===== src/rtl/cfg_frame_writer.sv =====
// cfg_frame_writer: parses checksummed host frames into buffered register writes and request pulses
module cfg_frame_writer #(
  parameter int MAX_PAIRS   = 16,
  parameter int TIMEOUT_CYC = 50000
) (
  input  logic        clk,
  input  logic        rst,
  input  logic [7:0]  rx_data_i,
  input  logic        rx_valid_i,
  output logic        rx_ready_o,
  output logic [7:0]  w_addr_o,
  output logic [7:0]  w_data_o,
  output logic        w_wren_o,
  output logic [10:0] req_o,
  output logic        frame_ok_o,
  output logic        frame_err_o,
  output logic [2:0]  err_code_o
);
  localparam int IW = $clog2(MAX_PAIRS + 1);
  localparam int AW = MAX_PAIRS > 1 ? $clog2(MAX_PAIRS) : 1;
  typedef enum logic [2:0] {S_IDLE, S_CMD, S_LEN, S_ADDR, S_DATA, S_CSUM, S_DRAIN} state_t;
  state_t        r_state, w_next;
  logic [7:0]    r_cmd, r_csum;
  logic [IW-1:0] r_len, r_idx, w_ridx;
  logic          r_bad;
  logic [15:0]   r_tmo;
  logic [7:0]    r_abuf [2**AW];
  logic [7:0]    r_dbuf [2**AW];
  logic          w_acc, w_tmo, w_burst, w_len_ok, w_ok, w_fire;
  logic [2:0]    w_err;
  assign rx_ready_o = !rst && r_state != S_DRAIN;
  assign w_acc      = rx_valid_i && rx_ready_o;
  assign w_burst    = r_cmd == 8'h01;
  assign w_tmo      = r_state inside {S_CMD, S_LEN, S_ADDR, S_DATA, S_CSUM} && r_tmo == 16'(TIMEOUT_CYC);
  assign w_len_ok   = w_burst ? rx_data_i != 8'd0 && rx_data_i <= 8'(MAX_PAIRS) : rx_data_i == 8'd0;
  // the first write of a burst is issued straight from the checksum byte, the rest from DRAIN
  assign w_ridx     = r_state == S_DRAIN ? r_idx : '0;
  assign w_fire     = (w_ok && w_burst) || (r_state == S_DRAIN && r_idx != r_len);
  // next state and frame verdict; timeout takes priority over a byte arriving the same cycle
  always_comb begin
    w_next = r_state;
    w_err  = 3'd0;
    w_ok   = 1'b0;
    if (w_tmo) begin
      w_next = S_IDLE;
      w_err  = 3'd5;
    end else if (w_acc) begin
      case (r_state)
        S_IDLE: w_next = rx_data_i == 8'hA5 ? S_CMD : S_IDLE;
        S_CMD: begin
          w_next = (rx_data_i == 8'h01 || (rx_data_i >= 8'h10 && rx_data_i <= 8'h1A)) ? S_LEN : S_IDLE;
          w_err  = w_next == S_IDLE ? 3'd2 : 3'd0;
        end
        S_LEN: begin
          w_next = !w_len_ok ? S_IDLE : w_burst ? S_ADDR : S_CSUM;
          w_err  = w_len_ok ? 3'd0 : 3'd3;
        end
        S_ADDR: w_next = S_DATA;
        S_DATA: w_next = r_idx + IW'(1) == r_len ? S_CSUM : S_ADDR;
        S_CSUM: begin
          w_err  = rx_data_i != r_csum ? 3'd1 : r_bad ? 3'd4 : 3'd0;
          w_ok   = w_err == 3'd0;
          w_next = w_ok && w_burst ? S_DRAIN : S_IDLE;
        end
        default: ;
      endcase
    end else if (r_state == S_DRAIN && r_idx == r_len) begin
      w_next = S_IDLE;
    end
  end
  // parser state register
  always_ff @(posedge clk) r_state <= rst ? S_IDLE : w_next;
  // frame capture, timeout counter, pair buffer and registered outputs
  always_ff @(posedge clk) begin
    if (rst) begin
      r_cmd       <= '0;
      r_csum      <= '0;
      r_len       <= '0;
      r_idx       <= '0;
      r_bad       <= 1'b0;
      r_tmo       <= '0;
      w_addr_o    <= '0;
      w_data_o    <= '0;
      w_wren_o    <= 1'b0;
      req_o       <= '0;
      frame_ok_o  <= 1'b0;
      frame_err_o <= 1'b0;
      err_code_o  <= '0;
      for (int i = 0; i < 2**AW; i++) begin
        r_abuf[i] <= '0;
        r_dbuf[i] <= '0;
      end
    end else begin
      r_tmo       <= (w_acc || r_state == S_IDLE || r_state == S_DRAIN) ? '0 : r_tmo + 16'd1;
      frame_ok_o  <= w_ok;
      frame_err_o <= w_err != 3'd0;
      err_code_o  <= w_err != 3'd0 ? w_err : err_code_o;
      req_o       <= w_ok && !w_burst ? 11'(1) << r_cmd[3:0] : '0;
      w_wren_o    <= w_fire;
      if (w_fire) begin
        w_addr_o <= r_abuf[w_ridx[AW-1:0]];
        w_data_o <= r_dbuf[w_ridx[AW-1:0]];
        r_idx    <= w_ridx + IW'(1);
      end
      if (w_acc) begin
        case (r_state)
          S_CMD: begin
            r_cmd  <= rx_data_i;
            r_csum <= rx_data_i;
            r_bad  <= 1'b0;
          end
          S_LEN: begin
            r_len  <= rx_data_i[IW-1:0];
            r_csum <= r_csum ^ rx_data_i;
            r_idx  <= '0;
          end
          S_ADDR: begin
            r_abuf[r_idx[AW-1:0]] <= rx_data_i;
            r_csum                <= r_csum ^ rx_data_i;
            r_bad                 <= r_bad | (rx_data_i[7:4] > 4'hB);
          end
          S_DATA: begin
            r_dbuf[r_idx[AW-1:0]] <= rx_data_i;
            r_csum                <= r_csum ^ rx_data_i;
            r_idx                 <= r_idx + IW'(1);
          end
          default: ;
        endcase
      end
    end
  end
endmodule


===== config.mk =====
export PLATFORM = sky130hd
export DESIGN_NAME = cfg_frame_writer
export DESIGN_NICKNAME = d
export VERILOG_FILES = /design/src/rtl/cfg_frame_writer.sv
export SDC_FILE = /design/constraint.sdc
export NUM_CORES = 1
export LEC_CHECK = 0
export ABC_CLOCK_PERIOD_IN_PS = 6000
export BUFFER_PORTS_ARGS = -buffer_cell sky130_fd_sc_hd__buf_4
export CAP_MARGIN = 40
export CORE_MARGIN = 2
export CORE_UTILIZATION = 45
export CTS_CLUSTER_DIAMETER = 30
export DETAILED_ROUTE_END_ITERATION = 7
export GPL_ROUTABILITY_DRIVEN = 0
export MAX_ROUTING_LAYER = met4
export PLACE_DENSITY = 0.67
export SYNTH_ARGS = -nofsm -noshare
export SYNTH_HDL_FRONTEND = slang
export SYNTH_SLANG_ARGS = --single-unit

===== constraint.sdc =====
create_clock -name clk -period 6 [get_ports clk]
set_input_delay 0.3 -clock clk [delete_from_list [all_inputs] [get_ports clk]]
set_output_delay 0.3 -clock clk [all_outputs]
set_load 0.05 [all_outputs]

== Word level (Yosys, flattened, before mapping) ==
Memories as Yosys holds them, arrays and structs flattened. A register that Yosys moved wholly into a read port is not among the register bits.
Index checks and enable logic that the tools add are counted.

* $add $sub $neg: 3
* Multipliers: 0
* Div/mod/pow operators: 0
* $lt $le $gt $ge: 4
* Eq/ne operators: 16
* Shifts and indexed selects: 1
* Muxes and demuxes: 42
* Bitwise gates (word level): 3
* Reduce and logical (&&, ||, !) cells: 37

{| class="wikitable"
|+ Operators by type and width
! kind !! number
|-
| 3-bit 2-to-1 mux || 10
|-
| 3-bit case mux with 6 select lines || 1
|-
| 1-bit 2-to-1 mux || 17
|-
| 16-bit by 1-bit adder with 16-bit output, second input constant || 1
|-
| 16-bit equality test, second input constant || 1
|-
| 8-bit by 1-bit equality test with 1-bit output, second input constant || 2
|-
| 8-bit by 5-bit less-or-equal comparator with 1-bit output, second input constant || 2
|-
| 8-bit 2-to-1 mux || 2
|-
| 8-bit case mux with 2 select lines || 1
|-
| 8-bit OR reduction || 2
|-
| 5-bit 2-to-1 mux || 3
|-
| 1-bit by 4-bit left shift with 11-bit output, first input constant || 1
|-
| 5-bit by 1-bit adder with 5-bit output, second input constant || 2
|-
| 5-bit equality test || 2
|-
| 1-bit logical AND || 10
|-
| 5-bit case mux with 2 select lines || 1
|-
| 2-bit AND reduction || 5
|-
| 3-bit equality test, second input constant || 3
|-
| 3-bit zero test || 3
|-
| 3-bit case mux with 3 select lines || 1
|-
| 8-bit equality test, second input constant || 1
|-
| 8-bit by 5-bit >= comparator with 1-bit output, second input constant || 1
|-
| 8-bit zero test || 1
|-
| 4-bit 2-to-1 mux || 2
|-
| 20 further kinds || 31
|}

* Register bits after elaboration: 63
* Latch bits: 0
* RAM bits: 256
* Memory bits (read-only): 0
* Bits of input ports: 11
* Output and inout port bits: 34
* Logic and storage cells: 120
* Memories: 2

{| class="wikitable"
|+ Memories
! memory !! depth !! bits a word !! read ports !! clocked after memory_dff !! write ports !! RTL line !! RTL
|-
| r_abuf || 16 || 8 || 1 || 1 || 16 || 27 || <nowiki>logic [7:0] r_abuf [2**AW];</nowiki>
|-
| r_dbuf || 16 || 8 || 1 || 1 || 16 || 28 || <nowiki>logic [7:0] r_dbuf [2**AW];</nowiki>
|}

== Depth between registers and ports, before layout ==
Gate-level depths: netlist of run 1.

* Depth after elaboration: 11
* Depth in mapped cells: 11
* Depth with buffers taken out: 8

== Worst setup path after synthesis of run 1 ==
Ideal clock, no wire load.

* Path type: register -> register
* Start point: reg r_idx[0]
* End point: reg r_state[2]
* Library setup time: 0.070 ns
* Arrival time: 2.384 ns
* Data required time: 5.930 ns
* Slack: 3.547 ns
* Stages on the path, launching flop included: 12
* Buffers on the path: 3
* Period minus slack after synthesis: 2.453 ns
* Cell sequence: dfxtp_1 -> buf_2 -> buf_2 -> buf_1 -> inv_1 -> ha_1 -> xnor2_1 -> nand2_1 -> nor4_1 -> nand2_1 -> a31o_2 -> a21oi_1

* Longest elaborated chain between the ends: 5
* Elaborated cells between the ends (all ways): 9
* Those cells by class: add/sub: 1; eq/ne: 2; mux: 3; reduce/logical: 3

{| class="wikitable"
|+ RTL lines
! element !! RTL line !! RTL
|-
| start: declaration || 24 || <nowiki>logic [IW-1:0] r_len, r_idx, w_ridx;</nowiki>
|-
| start signal: assignment || 103 || <nowiki>r_idx <= w_ridx + IW'(1);</nowiki>
|-
| start signal: assignment || 125 || <nowiki>r_idx <= r_idx + IW'(1);</nowiki>
|-
| 5-bit by 1-bit adder with 5-bit output || 59 || <nowiki>S_DATA: w_next = r_idx + IW'(1) == r_len ? S_CSUM : S_ADDR;</nowiki>
|-
| 5-bit equality test || 59 ||
|-
| 3-bit 2-to-1 mux || 59 ||
|-
| 3-bit case mux with 6 select lines || 48 || <nowiki>case (r_state)</nowiki>
|-
| 3-bit 2-to-1 mux || 47 || <nowiki>end else if (w_acc) begin</nowiki>
|-
| end signal: assignment || 72 || <nowiki>always_ff @(posedge clk) r_state <= rst ? S_IDLE : w_next;</nowiki>
|-
| end: declaration || 22 || <nowiki>state_t r_state, w_next;</nowiki>
|}

Several ways; a longest one is shown, not always the timed one.
A chain may end at the register's enable or synchronous reset.

==> qor.txt, run 1 <==
Die Ht -> 194.2 µm
yosys warns -> 0
period utilization -> 0.6104
Hold WC Path Type -> primary input to flip-flop
Reg clk slew, reported paths -> 0.05 ns
Vias -> 12.20k
GRT Total Usage -> 0.2408
Worst path max stage delay -> 0.87 ns
final hold vios -> 0
DRT Wirelength -> 44570 µm
most area-consuming cells after synthesis -> edfxtp_1, dfxtp_1, and3_1
I/O Buffers -> 44
largest net degree at the start of global routing -> 72
Peak VDD IR -> 259.9 µV
H-tree depth -> 3
Worst EP arrival -> 3.87 ns
sw power -> 1.418 mW
number of synthesized flops with an enable pin -> 256
FMAX -> 273.1 MHz
number of global-route vias before repair -> 12.05k
commonest non-fill, non-tap cell in the layout -> edfxtp_1
Synth top area share -> 0.4720
drt wl/cell -> 22.16 µm
wire length of the first global-routing pass -> 68880 µm
CTS tree -> built
r2r worst-path depth -> 5
Post-layout nets -> 1508
non-filler cells, final -> 2011
Slew headroom -> 0.3231
CTS Buf Count -> 75
setup violators final -> 0
clock skew -> 0.01789 ns
combinational share of power -> 0.023
fillers -> 3011
1st-pass router iterations -> 6
Cells after Synth -> 1492
Root Buffer -> clkbuf_16
Sw Share -> 0.2021
initial antenna violation count -> 0
leak pwr -> 7.313 nW
crit path launch type -> flip-flop
Cell Rows -> 69
WP data required -> 6.21 ns
io pins -> 45
n_diodes -> 0
drt initial violations -> 1137
RSZ-0062 raised after global routing -> false
Syn Area/Cell -> 10.92 µm²
Post-CTS Setup Bufs -> 0
hold-fix buffer count after cts -> 0
clk_lat worst skew -> 0.57 ns
setup_tns -> 0 ns
Seq/Total Area, Yosys -> 0.5691
most frequent cells in the layout -> edfxtp_1, and3_1, nor2_1, and2_1, clkbuf_16
Residual DRC -> 0
top_reg_cell synth -> edfxtp_1
Worst path slowest cell -> nor2_1
FFs w/ async S/R, synth -> 0
CP Max Fanout -> 18
antenna viol nets, final -> 0
Final Critical Period -> 3.662 ns
core box area -> 35570 µm²
worst-path cell chain -> inv_1 -> nor2_1 -> nand3_1 -> nor2_1 -> a21o_1
Initial Utilization -> 0.4579
die area -> 37730 µm²
vias per inst -> 6.068
Layout area overhead -> 19.76%
reg2reg setup slack -> 2.34 ns
PD cells -> 359.7 nW/µm²
Synth area leader -> edfxtp_1
max cap viols -> 0
kind of critical path -> flip-flop to flip-flop
die span in x -> 194.2 µm
layout cells sized above 1 -> 0.1600
Synth Register Bits -> 335
Detail Placement HPWL -> 26120 µm
Post-Syn Area -> 16290 µm²
Pint -> 5.597 mW
distinct cell type count after synthesis -> 70
WHS Path Cells -> 2
max-slew violations -> 0
sequential fraction of design power -> 0.372
status -> completed
remaining global-route overflow -> 0
Sink Count -> 335
Worst Tran Pin Value -> 1.012 ns
Clock Tree Buf Depth -> 3
critical path's most frequent cell -> nor2_1
DP Cell Count -> 1873
syn nets -> 1510
post-CTS sizing -> 0
CP Capture Type -> flip-flop
clock power share -> 0.604
[synth_stat cells, types with 20 or more instances]
cell / n
clkbuf_1: 124
o211ai_1: 24
a211oi_1: 34
a21o_1: 20
nand2_1: 53
o21ai_0: 69
nor2_1: 106
and2_1: 96
edfxtp_1: 256
nor3_1: 29
nand3_1: 41
mux2i_1: 47
a21oi_1: 62
mux2_2: 30
and3_1: 180
nor2b_1: 23
dfxtp_1: 79
xnor2_1: 20
[power by group through the flow]
stage / sequential (mW) / clock [mW] / combinational, mW
floorplan: 2.64 / 0 / 0.102
global placement: 2.65 / 0 / 0.159
detailed placement: 2.65 / 0 / 0.162
CTS: 2.61 / 4.27 / 0.162
global route: 2.62 / 4.40 / 0.174
finish: 2.61 / 4.24 / 0.163
[metal layers]
metal / global-route usage / wire, µm / up-vias
met2: 0.3698 / 20980 / 572
met5: - / 0 / -
met1: 0.3167 / 18760 / 5980
met3: 0.04575 / 3570 / 103
met4: 0.09343 / 1259 / 0
li1: - / - / 5547
[registers in the layout, summed over array words and instances, names as in the netlist]
| name | count |
|---|---|
| frame_err_o | 1 |
| w_data_o | 8 |
| req_o | 11 |
| r_csum | 8 |
| r_cmd | 8 |
| r_len | 5 |
| w_addr_o | 8 |
| err_code_o | 3 |
| r_dbuf | 128 |
| frame_ok_o | 1 |
| r_abuf | 128 |
| r_bad | 1 |
| w_wren_o | 1 |
| r_state | 3 |
| r_idx | 5 |
| r_tmo | 16 |
[kinds of logic after synthesis]
group,count (synthesis),share of synthesized area
simple gates,589,0.2004
mux,78,0.05101
compound gates,293,0.1186
flops,335,0.5691
xor+xnor,30,0.01613
buf+inv,160,0.03934
fa+ha+maj,7,0.005378
[worst paths after layout]
kind / start / end
worst max register to register: r_state[0] / r_abuf[7][2]
worst max-delay path: r_state[0] / r_abuf[7][2]
worst min-delay path: rst / r_bad
worst min register to register: r_len[4] / r_len[4]
[metrics by stage]
stage	hold slack (ns)	total power [mW]	setup WS (ns)	utilization	area [µm²]
after floorplan	0.4382	2.741	3.547	-	16290
after global placement	0.4507	2.808	2.298	0.4709	16750
after detailed placement	0.4597	2.813	2.281	0.4735	16840
after CTS	0.1373	7.047	2.234	0.5479	19490
after global routing	0.1576	7.188	2.057	0.5483	19500
final	0.1441	7.015	2.338	0.5483	19500
[area by class of cell]
class	count	area [µm²]	area share
flip-flops and latches	335	9275	0.4756
well taps	461	576.8	0.02957
inverters	13	48.80	0.002502
multi-input cells	997	6391	0.3277
clock inverters	36	451.7	0.02316
repair buffers	68	566.8	0.02906
clock buffers	101	2193	0.1125
[critical path, delay by kind of cell, from the launching register on]
family | cells | cell delay [ns]
compound gates | 1 | 0.45
flops | 1 | 0.67
buf+inv | 1 | 0.25
simple gates | 3 | 1.92
Note: power is estimated with default switching activity, not from simulation.
==> run 2, diff against run 1 <==
--- a/config.mk
+++ b/config.mk
@@ -5,7 +5,8 @@
 export SDC_FILE = /design/constraint.sdc
 export NUM_CORES = 1
 export LEC_CHECK = 0
-export ABC_CLOCK_PERIOD_IN_PS = 6000
+export ABC_AREA = 1
+export ABC_CLOCK_PERIOD_IN_PS = 3410
 export BUFFER_PORTS_ARGS = -buffer_cell sky130_fd_sc_hd__buf_4
 export CAP_MARGIN = 40
 export CORE_MARGIN = 2
==> constraint.sdc (replaced) <==
create_clock -name clk -period 3.41 [get_ports clk]
set_input_delay 0.1705 -clock clk [delete_from_list [all_inputs] [get_ports clk]]
set_output_delay 0.1705 -clock clk [all_outputs]
set_load 0.05 [all_outputs]
==> qor.txt, run 2 <==
remaining global-route overflow -> 0
crit path launch type -> flip-flop
Syn Area/Cell -> 9.177 µm²
Final Critical Period -> 2.533 ns
Synth area leader -> edfxtp_1
initial antenna violation count -> 0
Setup WS pre-CTS -> 0.9582 ns
Reg clk slew, reported paths -> 0.05 ns
wire length of the first global-routing pass -> 64080 µm
clock skew -> 0.03168 ns
clk_lat worst skew -> 0.56 ns
core box area -> 33620 µm²
WHS -> 0.06623 ns
non-filler cells, final -> 2226
GRT Total Usage -> 0.2373
die area -> 35650 µm²
max-slew violations -> 0
syn nets -> 1693
commonest non-fill, non-tap cell in the layout -> nor2_1
layout cells sized above 1 -> 0.1142
setup violators final -> 0
CTS tree -> built
max cap viols -> 0
CP Max Fanout -> 10
1st-pass router iterations -> 5
Cells after Synth -> 1675
hold-fix buffer count after cts -> 9
Final Cell Area -> 18450 µm²
drt initial violations -> 1141
Sink Count -> 335
Vias -> 12.35k
Synth Register Bits -> 335
RSZ-0062 raised after global routing -> false
Die Ht -> 188.8 µm
Post-Syn Area -> 15370 µm²
distinct cell type count after synthesis -> 41
die span in x -> 188.8 µm
most frequent cells in the layout -> nor2_1, edfxtp_1, nand2_1, o21ai_0, dfxtp_1
leak pwr -> 7.230 nW
FMAX -> 394.8 MHz
CTS Buf Count -> 67
DRT Wirelength -> 41200 µm
Post-CTS Setup Bufs -> 0
top_reg_cell synth -> edfxtp_1
Worst EP arrival -> 2.74 ns
CP Capture Type -> flip-flop
post-CTS sizing -> 0
list of most frequent post-synthesis cells -> nor2_1, edfxtp_1, nand2_1
DP Cell Count -> 2093
Residual DRC -> 0
WP data required -> 3.62 ns
Synth top area share -> 0.5001
H-tree depth -> 3
Worst Tran Pin Value -> 0.6745 ns
Seq/Total Area, Yosys -> 0.6030
Post-layout nets -> 1741
FFs w/ async S/R, synth -> 0
Root Buffer -> clkbuf_16
Peak VDD IR -> 400.2 µV
status -> completed
period utilization -> 0.7429
Hold WC Path Type -> primary input to flip-flop
Worst Slack Setup Final -> 0.8768 ns
PD cells -> 623.0 nW/µm²
I/O Buffers -> 44
Initial Utilization -> 0.4573
most area-consuming cells after synthesis -> edfxtp_1, nor2_1, dfxtp_1
Tot Pwr -> 11.49 mW
Layout area overhead -> 20.01%
largest net degree at the start of global routing -> 107
Cell Rows -> 67
yosys warns -> 0
setup_tns -> 0 ns
number of synthesized flops with an enable pin -> 256
Slew headroom -> 0.5462
Placed Area -> 16010 µm²
Clock Tree Buf Depth -> 3
vias per inst -> 5.548
kind of critical path -> flip-flop to flip-flop
antenna viol nets, final -> 0
fillers -> 2889
final hold vios -> 0
drt wl/cell -> 18.51 µm
n_diodes -> 0
most used standard cell by instance count after synthesis -> nor2_1
number of global-route vias before repair -> 11.92k
end-of-flow core utilization -> 0.5487
Detail Placement HPWL -> 25310 µm
io pins -> 45
Largest regs -> r_abuf x128, r_dbuf x128, r_tmo x16
run 2: changes by cell type after synthesis, moves of 56 or more:
cell,previous run,this run
and2_1,96,1
and3_1,180,0
clkbuf_1,124,51
inv_1,11,67
nand2_1,53,171
nor2_1,106,555
o21ai_0,69,130
run 2: per-layer routing:
layer  vias up  wire length (µm)  track usage
li1       5802                 -            -
met3        83              3835      0.04936
met2       609             18840       0.3594
met5         -                 0            -
met1      5856             17380       0.3160
met4         0              1139      0.08804
run 2: final cells by class:
class | count | area [µm²] | area share
Sequential cell | 335 | 9269 | 0.5025
Multi-Input combinational cell | 1163 | 5318 | 0.2883
Clock buffer | 77 | 1821 | 0.09869
Timing Repair Buffer | 74 | 644.4 | 0.03493
Tap cell | 448 | 560.5 | 0.03039
Clock inverter | 47 | 526.8 | 0.02856
Inverter | 82 | 307.8 | 0.01669
run 2: worst max-delay path, stage by stage, from the launching register on:
cell	delay (ns)
dfxtp_1	0.51
nor2_8	0.12
nor2_4	0.11
nand2_2	0.10
nor2_2	0.42
buf_6	0.23
nand3_1	0.30
nand2_1	0.39
run 2: path summary, 6_finish.rpt:
kind	startpoint	to	slack [ns]	depth (start not counted)
worst max-delay path	r_state[0]	r_abuf[12][0]	0.88	7
worst min register to register	r_cmd[5]	r_cmd[5]	0.45	2
worst min-delay path	rx_valid_i	r_tmo[5]	0.07	5
worst max register to register	r_state[0]	r_abuf[12][0]	0.88	7
run 2: kinds of logic (layout without fill, tap and decap cells):
group                    after synthesis  in the layout  synth area share
flip-flops                           335            335            0.6030
AND/OR/NAND/NOR                      853            853            0.2247
buffers and inverters                177            280           0.05104
adder cells (fa/ha/maj)                7              7          0.005698
AO/OA/AOI/OAI                        289            289            0.1075
XOR/XNOR                              14             14          0.007977
run 2: where the power goes:
group	switching [mW]	internal [mW]	leakage [nW]
combinational	0.220	0.0544	2.79
sequential	0.0308	4.49	3.28
clock	2.16	4.53	1.16
total	2.41	9.08	7.23
==> run 3, diff against run 2 <==
--- a/config.mk
+++ b/config.mk
@@ -6,7 +6,7 @@
 export NUM_CORES = 1
 export LEC_CHECK = 0
 export ABC_AREA = 1
-export ABC_CLOCK_PERIOD_IN_PS = 3410
+export ABC_CLOCK_PERIOD_IN_PS = 2060
 export BUFFER_PORTS_ARGS = -buffer_cell sky130_fd_sc_hd__buf_4
 export CAP_MARGIN = 40
 export CORE_MARGIN = 2
@@ -15,7 +15,7 @@
 export DETAILED_ROUTE_END_ITERATION = 7
 export GPL_ROUTABILITY_DRIVEN = 0
 export MAX_ROUTING_LAYER = met4
-export PLACE_DENSITY = 0.67
+export PLACE_DENSITY = 0.69
 export SYNTH_ARGS = -nofsm -noshare
 export SYNTH_HDL_FRONTEND = slang
 export SYNTH_SLANG_ARGS = --single-unit
==> constraint.sdc (replaced) <==
create_clock -name clk -period 2.06 [get_ports clk]
set_input_delay 0.103 -clock clk [delete_from_list [all_inputs] [get_ports clk]]
set_output_delay 0.103 -clock clk [all_outputs]
set_load 0.05 [all_outputs]
==> qor.txt, run 3 (synthesized netlist as in run 2, its figures left out) <==
status -> completed
initial antenna violation count -> 0
Vias -> 12.95k
number of global-route vias before repair -> 12.66k
GRT Total Usage -> 0.2516
io pins -> 45
Hold WC Path Type -> primary input to flip-flop
Worst EP arrival -> 2.51 ns
CTS Buf Count -> 80
Worst Tran Pin Value -> 0.6225 ns
1st-pass router iterations -> 7
kind of critical path -> flip-flop to flip-flop
Post-layout nets -> 1827
Residual DRC -> 0
WP data required -> 2.53 ns
worst-path cell chain -> nand2_4 -> nor2_8 -> buf_4 -> inv_2 -> nor2_2 -> clkinvlp_4 -> buf_4 -> nand3_1 -> nand2_1 -> nor2_1 -> nor2_1
drt wl/cell -> 19.58 µm
setup_tns -> 0 ns
max cap viols -> 0
max-slew violations -> 0
Tot Pwr -> 20.88 mW
DRT Wirelength -> 45510 µm
CP Capture Type -> flip-flop
wire length of the first global-routing pass -> 67820 µm
Worst path max stage delay -> 0.34 ns
leak pwr -> 7.813 nW
remaining global-route overflow -> 0
Layout area overhead -> 28.79%
Final Critical Period -> 2.040 ns
crit path launch type -> flip-flop
final hold vios -> 0
Clock Tree Buf Depth -> 3
commonest non-fill, non-tap cell in the layout -> nor2_1
Largest regs -> r_abuf x128, r_dbuf x128, r_tmo x16
period utilization -> 0.9903
H-tree depth -> 3
I/O Buffers -> 44
setup violators final -> 0
most frequent cells in the layout -> nor2_1, edfxtp_1, nand2_1, o21ai_0, buf_4
RSZ-0062 raised after global routing -> true
Die Ht -> 188.8 µm
FMAX -> 490.2 MHz
largest net degree at the start of global routing -> 86
Initial Utilization -> 0.4573
clock skew -> 0.02895 ns
n_diodes -> 0
drt initial violations -> 1622
Root Buffer -> clkbuf_16
Peak VDD IR -> 602.2 µV
CTS tree -> built
vias per inst -> 5.571
antenna viol nets, final -> 0
Detail Placement HPWL -> 26080 µm
clk_lat worst skew -> 0.59 ns
Slew headroom -> 0.5849
CP Max Fanout -> 8
die area -> 35650 µm²
Buf+Inv Stages, Crit Path -> 4
WHS -> 0.3908 ns
core box area -> 33620 µm²
layout cells sized above 1 -> 0.1786
Reg clk slew, reported paths -> 0.04 ns
PD cells -> 1055 nW/µm²
Crit path max-delay family -> simple AND/OR/NAND/NOR gates
Cell Rows -> 67
Sink Count -> 335
Worst path slowest cell -> dfxtp_2
fillers -> 2774
die span in x -> 188.8 µm
run 3: cell types whose count changed in the layout (fill, tap and decap cells not counted), sizes merged:
cell	change
clkinv	+1
clkinvlp	+10
buf	+66
inv	-8
dlygate4sd3	+1
clkbuf	+27
bufinv	+1
run 3: layout make-up:
cell class | count | area, µm² | area share
Sequential cell | 335 | 9274 | 0.4685
Multi-Input combinational cell | 1163 | 5446 | 0.2751
Clock buffer | 98 | 2161 | 0.1092
Timing Repair Buffer | 147 | 1388 | 0.07009
Clock inverter | 51 | 648.1 | 0.03274
Tap cell | 448 | 560.5 | 0.02832
Inverter | 82 | 319.1 | 0.01612
run 3: worst min-delay path, cell delays in order:
cell	delay [ns]
dlygate4sd3_1	0.52
buf_4	0.13
o21ai_0	0.08
a21oi_1	0.10
run 3: final timing paths:
check / startpoint / endpoint / slack [ns] / cells after the start
worst min register to register: r_cmd[6] / r_cmd[6] / 0.46 / 2
worst max register to register: r_state[1] / w_data_o[4] / 0.02 / 11
worst min-delay path: rx_data_i[4] / r_cmd[4] / 0.39 / 4
worst max-delay path: r_state[1] / w_data_o[4] / 0.02 / 11
run 3: through the flow:
step / cells / util / worst slack, ns / cell area (µm²)
2_1_floorplan: 1675 / - / -0.05970 / 15430
3_3_place_gp: 2154 / 0.4927 / 0.07011 / 16560
3_5_place_dp: 2154 / 0.4927 / 0.02346 / 16560
4_1_cts: 2313 / 0.5795 / 0.0007898 / 19480
5_1_grt: 2324 / 0.5889 / -0.03139 / 19800
6_report: 2324 / 0.5889 / 0.01997 / 19800
run 3: repair_timing:
action	in CTS	in global routing
endpoints found under the hold margin	29	0
endpoints found under the setup margin	6	94
cloned	0	6
hold buffers	10	0
pin swaps	0	7
setup buffers	0	5
gates resized for setup	2	33
run 3: per-layer routing:
layer,up-vias,global-route usage,routed length [µm]
met4,0,0.1145,1569
met2,711,0.3846,21320
li1,5985,-,-
met3,126,0.05196,4380
met5,-,-,0
met1,6124,0.3235,18240
run 3: where the power goes:
part	internal, mW	switching (mW)
clock	8.76	4.15
sequential	7.44	0.0552
combinational	0.101	0.375
